--- config.mk ---
export PLATFORM = sky130hd
export DESIGN_NAME = fifo_sched
export DESIGN_NICKNAME = d
export VERILOG_FILES = /design/src/rtl/fifo_sched_pkg.sv /design/src/rtl/fifo_rr_pick.sv /design/src/rtl/fifo_sched.sv
export SDC_FILE = /design/constraint.sdc
export NUM_CORES = 1
export LEC_CHECK = 0
export CAP_MARGIN = 40
export CORE_ASPECT_RATIO = 1.75
export CORE_MARGIN = 2
export CORE_UTILIZATION = 34
export DETAILED_ROUTE_END_ITERATION = 8
export GPL_ROUTABILITY_DRIVEN = 0
export PLACE_DENSITY = 0.8
export SLEW_MARGIN = 20
export SYNTH_ARGS = -nofsm -noshare
export SYNTH_HDL_FRONTEND = slang
export SYNTH_SLANG_ARGS = --single-unit
--- constraint.sdc ---
create_clock -name clk -period 2.3 [get_ports clk]
set_clock_uncertainty 0.2 [all_clocks]
set_input_delay 0.575 -clock clk [delete_from_list [all_inputs] [get_ports clk]]
set_output_delay 0.575 -clock clk [all_outputs]
set_load 0.02 [all_outputs]
--- src/rtl/fifo_sched_pkg.sv ---
// fifo_sched_pkg: shared state encoding and default sizes for the FIFO write/read scheduler
package fifo_sched_pkg;
  typedef enum logic [1:0] {
    S_IDLE  = 2'd0,
    S_WRITE = 2'd1,
    S_READ  = 2'd2
  } state_e;
  localparam int FIFO_DEPTH    = 16;
  localparam int DEF_NUM_REQ   = 4;
  localparam int DEF_DATA_W    = 8;
  localparam int DEF_MAX_BURST = 4;
endpackage

--- src/rtl/fifo_rr_pick.sv ---
// fifo_rr_pick: combinational round-robin search for the first set request at or after rr_ptr_i
//   req_i    : per-requester request vector
//   rr_ptr_i : search start index (must be < NUM_REQ)
//   pick_o   : one-hot winner, zero when nothing requests
//   valid_o  : any request set
module fifo_rr_pick
  import fifo_sched_pkg::*;
#(
  parameter int NUM_REQ = DEF_NUM_REQ,
  localparam int PW = $clog2(NUM_REQ)
) (
  input  logic [NUM_REQ-1:0] req_i,
  input  logic [PW-1:0]      rr_ptr_i,
  output logic [NUM_REQ-1:0] pick_o,
  output logic               valid_o
);
  logic [PW:0] s;
  // Walk from the farthest candidate back to rr_ptr_i so the nearest set request wins.
  always_comb begin
    pick_o = '0;
    s = '0;
    for (int k = NUM_REQ - 1; k >= 0; k--) begin
      s = {1'b0, rr_ptr_i} + (PW+1)'(k);
      s = (s >= (PW+1)'(NUM_REQ)) ? s - (PW+1)'(NUM_REQ) : s;
      if (req_i[s[PW-1:0]]) pick_o = NUM_REQ'(1) << s;
    end
  end
  assign valid_o = |req_i;
endmodule

--- src/rtl/fifo_sched.sv ---
// fifo_sched: round-robin write arbiter and read/write slot scheduler in front of a 16x8 FIFO
//   clk, rst        : clock, asynchronous active-low reset
//   req, req_data   : producer requests and packed data (slice i = [i*DATA_W +: DATA_W])
//   grant, ack      : registered one-hot owner, per-producer transfer strobe
//   rd_req, rd_ack  : consumer read request and issue strobe (FIFO data valid next cycle)
//   fifo_*          : FIFO write/read enables, write data, full/empty status
//   busy            : scheduler not idle
//   FIFO_SCHED_BURST_EN defined: a grant lasts up to MAX_BURST words; undefined: one word
module fifo_sched
  import fifo_sched_pkg::*;
#(
  parameter int NUM_REQ   = DEF_NUM_REQ,
  parameter int DATA_W    = DEF_DATA_W,
  parameter int MAX_BURST = DEF_MAX_BURST
) (
  input  logic                      clk,
  input  logic                      rst,
  input  logic [NUM_REQ-1:0]        req,
  input  logic [NUM_REQ*DATA_W-1:0] req_data,
  output logic [NUM_REQ-1:0]        grant,
  output logic [NUM_REQ-1:0]        ack,
  input  logic                      rd_req,
  output logic                      rd_ack,
  output logic                      fifo_write_en,
  output logic                      fifo_read_en,
  output logic [DATA_W-1:0]         fifo_data_in,
  input  logic                      fifo_full,
  input  logic                      fifo_empty,
  output logic                      busy
);
  localparam int PW = $clog2(NUM_REQ);
  state_e             state_q, state_d;
  logic [NUM_REQ-1:0] grant_q, grant_d, pick;
  logic [PW-1:0]      rr_ptr_q, rr_ptr_d, owner;
  logic               prefer_rd_q, prefer_rd_d;
  logic               any_req, wr_pend, rd_pend, own_req, last_word, wr_exit;

  fifo_rr_pick #(.NUM_REQ(NUM_REQ)) u_pick (
    .req_i   (req),
    .rr_ptr_i(rr_ptr_q),
    .pick_o  (pick),
    .valid_o (any_req)
  );

  assign wr_pend = any_req & ~fifo_full;
  assign rd_pend = rd_req & ~fifo_empty;
  assign own_req = |(grant_q & req);

  always_comb begin
    owner = '0;
    for (int i = 0; i < NUM_REQ; i++) if (grant_q[i]) owner = PW'(i);
  end

`ifdef FIFO_SCHED_BURST_EN
  localparam int BW = $clog2(MAX_BURST) + 1;
  logic [BW-1:0] burst_cnt_q, burst_cnt_d;
  assign last_word = |ack & (burst_cnt_q == BW'(MAX_BURST - 1));
  always_comb begin
    burst_cnt_d = burst_cnt_q;
    if (state_q == S_IDLE) burst_cnt_d = '0;
    else if (state_q == S_WRITE) burst_cnt_d = burst_cnt_q + BW'(|ack);
  end
  always_ff @(posedge clk or negedge rst) begin
    if (!rst) burst_cnt_q <= '0;
    else burst_cnt_q <= burst_cnt_d;
  end
`else
  assign last_word = |ack;
`endif

  // A grant ends when its owner lets go, the FIFO fills, or its word budget is spent.
  assign wr_exit = ~own_req | fifo_full | last_word;

  always_ff @(posedge clk or negedge rst) begin
    if (!rst) begin
      state_q     <= S_IDLE;
      grant_q     <= '0;
      rr_ptr_q    <= '0;
      prefer_rd_q <= 1'b0;
    end else begin
      state_q     <= state_d;
      grant_q     <= grant_d;
      rr_ptr_q    <= rr_ptr_d;
      prefer_rd_q <= prefer_rd_d;
    end
  end

  always_comb begin
    state_d     = state_q;
    grant_d     = grant_q;
    rr_ptr_d    = rr_ptr_q;
    prefer_rd_d = prefer_rd_q;
    case (state_q)
      S_IDLE: begin
        state_d = (wr_pend & rd_pend) ? (prefer_rd_q ? S_READ : S_WRITE) :
                  wr_pend ? S_WRITE : rd_pend ? S_READ : S_IDLE;
        grant_d = (state_d == S_WRITE) ? pick : '0;
      end
      S_WRITE: begin
        if (wr_exit) begin
          state_d     = S_IDLE;
          grant_d     = '0;
          rr_ptr_d    = (owner == PW'(NUM_REQ - 1)) ? '0 : owner + 1'b1;
          prefer_rd_d = 1'b1;
        end
      end
      default: begin
        state_d     = S_IDLE;
        prefer_rd_d = 1'b0;
      end
    endcase
  end

  // Writes and reads live in disjoint states, so both enables can never be high together.
  always_comb begin
    grant         = grant_q;
    ack           = (state_q == S_WRITE) ? (grant_q & req & {NUM_REQ{~fifo_full}}) : '0;
    fifo_write_en = |ack;
    rd_ack        = (state_q == S_READ) & rd_pend;
    fifo_read_en  = rd_ack;
    busy          = state_q != S_IDLE;
    fifo_data_in  = '0;
    for (int i = 0; i < NUM_REQ; i++) if (grant_q[i]) fifo_data_in = req_data[i*DATA_W +: DATA_W];
  end
endmodule

==> metrics.cfg <==
[yosys]
synth_cell_type_count=28
syn_area_um2=1020
synth.avg_cell_area_um2=9.04
synth_edf_count=0
synthTopCellsByArea=dfrtp_1 (22%), a221oi_1 (10%), ha_1 (9.8%), o31ai_1 (7.4%), nor2b_1 (6.7%)
ys_ff_latch=9
synthArstFlopShare_pct=100
synth_top_area_share_pct=22.1
syn-num-nets=162
synthCells=113
yosys_warnings=0
ys_seq_area_share_pct=22.1
synth_top_cell_by_area=dfrtp_1
synthFlopType=dfrtp_1

[timing]
tns_ps=-12.1
slew_viol_final=0
layout_setup_ws_ps=-12.1
rsz0062_at_grt=yes
hold_violations=0
period_share_pct=101
setup_viol=1
tightest_slew_ps=403
fmaxAchievable_ghz=0.433
hold_slack_ps=354
period_needed_ps=2310
slew_headroom_pct=73.0

[routing]
vias=1268
routed_wl_mm=3.76
drtPass1Iterations=4
drc=0
drt_iter0_markers=42
routedWlPerCell_um=17.3
via_per_inst=5.84
ant_nets=0

[global_routing]
gr-total-overflow=0
grt_pass1_wl_mm=5.78
grt_pass1_vias=1267
antenna_found_initial=0
track_usage_pct=22.3
grt_start_max_net_pins=15

[floorplanning]
coreArea_um2=2900
fp.dieH_um=76.5
num_rows=26
die_w_um=45.4
die_area_um2=3470
io_pins=61
start_util_pct=35.3

[finish]
post-route-util_pct=66.0
drive_gt1_share_pct=33.9
seqCellArea_um2=225
fin_cells=217
multiInputGateArea_um2=832
layout.nets=239
fillers=219
syn_to_final_growth_pct=87.1
diodes=0
fin_area_um2=1910

[power]
p_switching_mw=0.895
intPower_mw=1.01
clockPowerShare_pct=9.4
switching_share_pct=46.9
p_seq_share_pct=12.7
vdd_drop_max_v=0.000755
power_leakage_nw=0.933
powerDensity_nw_per_um2=998
combPwrFrac_pct=77.8
power_mw=1.91

[worst_setup_path]
critPathKind=input pin to primary output
start_kind=input pin
cp_data_arrival_time_ps=1540
cp.required_ps=1520
crit_fanout=1
worstSetupEndpointType=primary output

[status]
violations=negative setup slack
outcome=finished with violations

[placement]
dp_hpwl_mm=2.87
portBuffers=60
dpl_cell_area_um2=1770
dpl_worst_slack_ps=-653
place_inst=213

[run]
cap_violations=0

[cts]
cts_buffers=3
clk_pin_slew_ps=40
clock-sinks=9
cts-root-buf=clkbuf_8
clock_latency_ps=230
cts_tree=done
htree_num_levels=1
cts_buffer_depth=2

[worst_hold_path]
hold_class=flip-flop to flip-flop

==> layout by cell type (no fill, tap or decap), drive strengths merged <==
| cell | instances |
|---|---|
| dlymetal6s2s | 15 |
| a221oi | 12 |
| mux2 | 1 |
| nor2 | 7 |
| clkbuf | 4 |
| dfrtp | 9 |
| a2111oi | 1 |
| nor4 | 1 |
| nor3b | 1 |
| dlygate4sd2 | 9 |
| nor3 | 1 |
| ha | 8 |
| or2 | 3 |
| mux4 | 4 |
| o31ai | 10 |
| mux2i | 2 |
| a41oi | 1 |
| nand2 | 18 |
| inv | 2 |
| o221ai | 4 |
| clkdlybuf4s50 | 21 |
| o21ai | 4 |
| buf | 36 |
| nand2b | 2 |
| nor2b | 12 |
| and3b | 1 |
==> sequential cells by signal, summed over array words and instances, names as in the netlist <==
signal,count
grant,4
state_q,2
prefer_rd_q,1
rr_ptr_q,2
==> per-layer routing <==
layer / track usage, % / wire (µm) / vias to the layer above / share of wire (%)
met2: 44.9 / 2180 / 82 / 58
met4: 7.65 / 59 / 0 / 1.6
met3: 4.50 / 414 / 12 / 11
li1: - / - / 580 / -
met1: 18.7 / 1110 / 594 / 29
met5: 0 / 0 / - / 0
==> critical path, stage by stage <==
cell	delay, ps
clkdlybuf4s50_1	480
a221oi_2	60
o31ai_1	210
buf_2	210
==> cells by family (layout without fill, tap and decap cells) <==
| family | count (synthesis) | count (layout) | synth area share (%) |
|---|---|---|---|
| buffers and inverters | 11 | 87 | 6.49 |
| and+or+nand+nor | 46 | 46 | 22.8 |
| adders and majority gates | 8 | 8 | 9.80 |
| DFF | 9 | 9 | 22.1 |
| muxes | 7 | 7 | 12.3 |
| AOI/OAI and AO/OA | 32 | 32 | 26.6 |
==> area by class of cell <==
type | count | share of cell area (%)
inverters | 2 | 0.393
clock buffers | 4 | 2.36
repair buffers | 81 | 40.1
multi-input cells | 93 | 43.5
flip-flops and latches | 9 | 11.8
well taps | 28 | 1.83
==> power by group through the flow <==
stage / clock (mW) / combinational, mW / sequential (mW)
2_1_floorplan: 0 / 0.802 / 0.291
3_3_place_gp: 0 / 1.37 / 0.241
3_5_place_dp: 0 / 1.41 / 0.245
4_1_cts: 0.182 / 1.44 / 0.243
5_1_grt: 0.193 / 1.58 / 0.251
6_report: 0.180 / 1.48 / 0.243
==> what timing repair did <==
| action | CTS | global route |
|---|---|---|
| gates resized for setup | 104 | 24 |
| setup buffers | 0 | 0 |
| hold buffers | 0 | 0 |
| pin swaps | 8 | 7 |
| hold endpoints to repair | 0 | 0 |
| setup endpoints to repair | 20 | 10 |
==> worst paths after layout <==
path	from	to	slack [ps]	depth (start not counted)
max in group asynchronous	rst	grant[3]$_DFFE_PN0P_	1180	1
max	req_data[14]	fifo_data_in[6]	-10	4
max reg2reg	rr_ptr_q[1]$_DFFE_PN0P_	grant[0]$_DFFE_PN0P_	130	6
min	state_q[1]$_DFFE_PN0P_	prefer_rd_q$_DFFE_PN0P_	350	2
min in group asynchronous	rst	state_q[0]$_DFFE_PN0P_	440	1
min reg2reg	state_q[1]$_DFFE_PN0P_	prefer_rd_q$_DFFE_PN0P_	350	2
==> synth_stat cells (3+ instances only) <==
cell	instances
nand2_1	18
o21ai_1	4
o221ai_1	4
clkbuf_1	3
nor2_1	7
o31ai_1	10
nor2b_1	11
a221oi_1	12
ha_1	8
dfrtp_1	9
mux4_2	3
(Power assumes the default switching activity.)
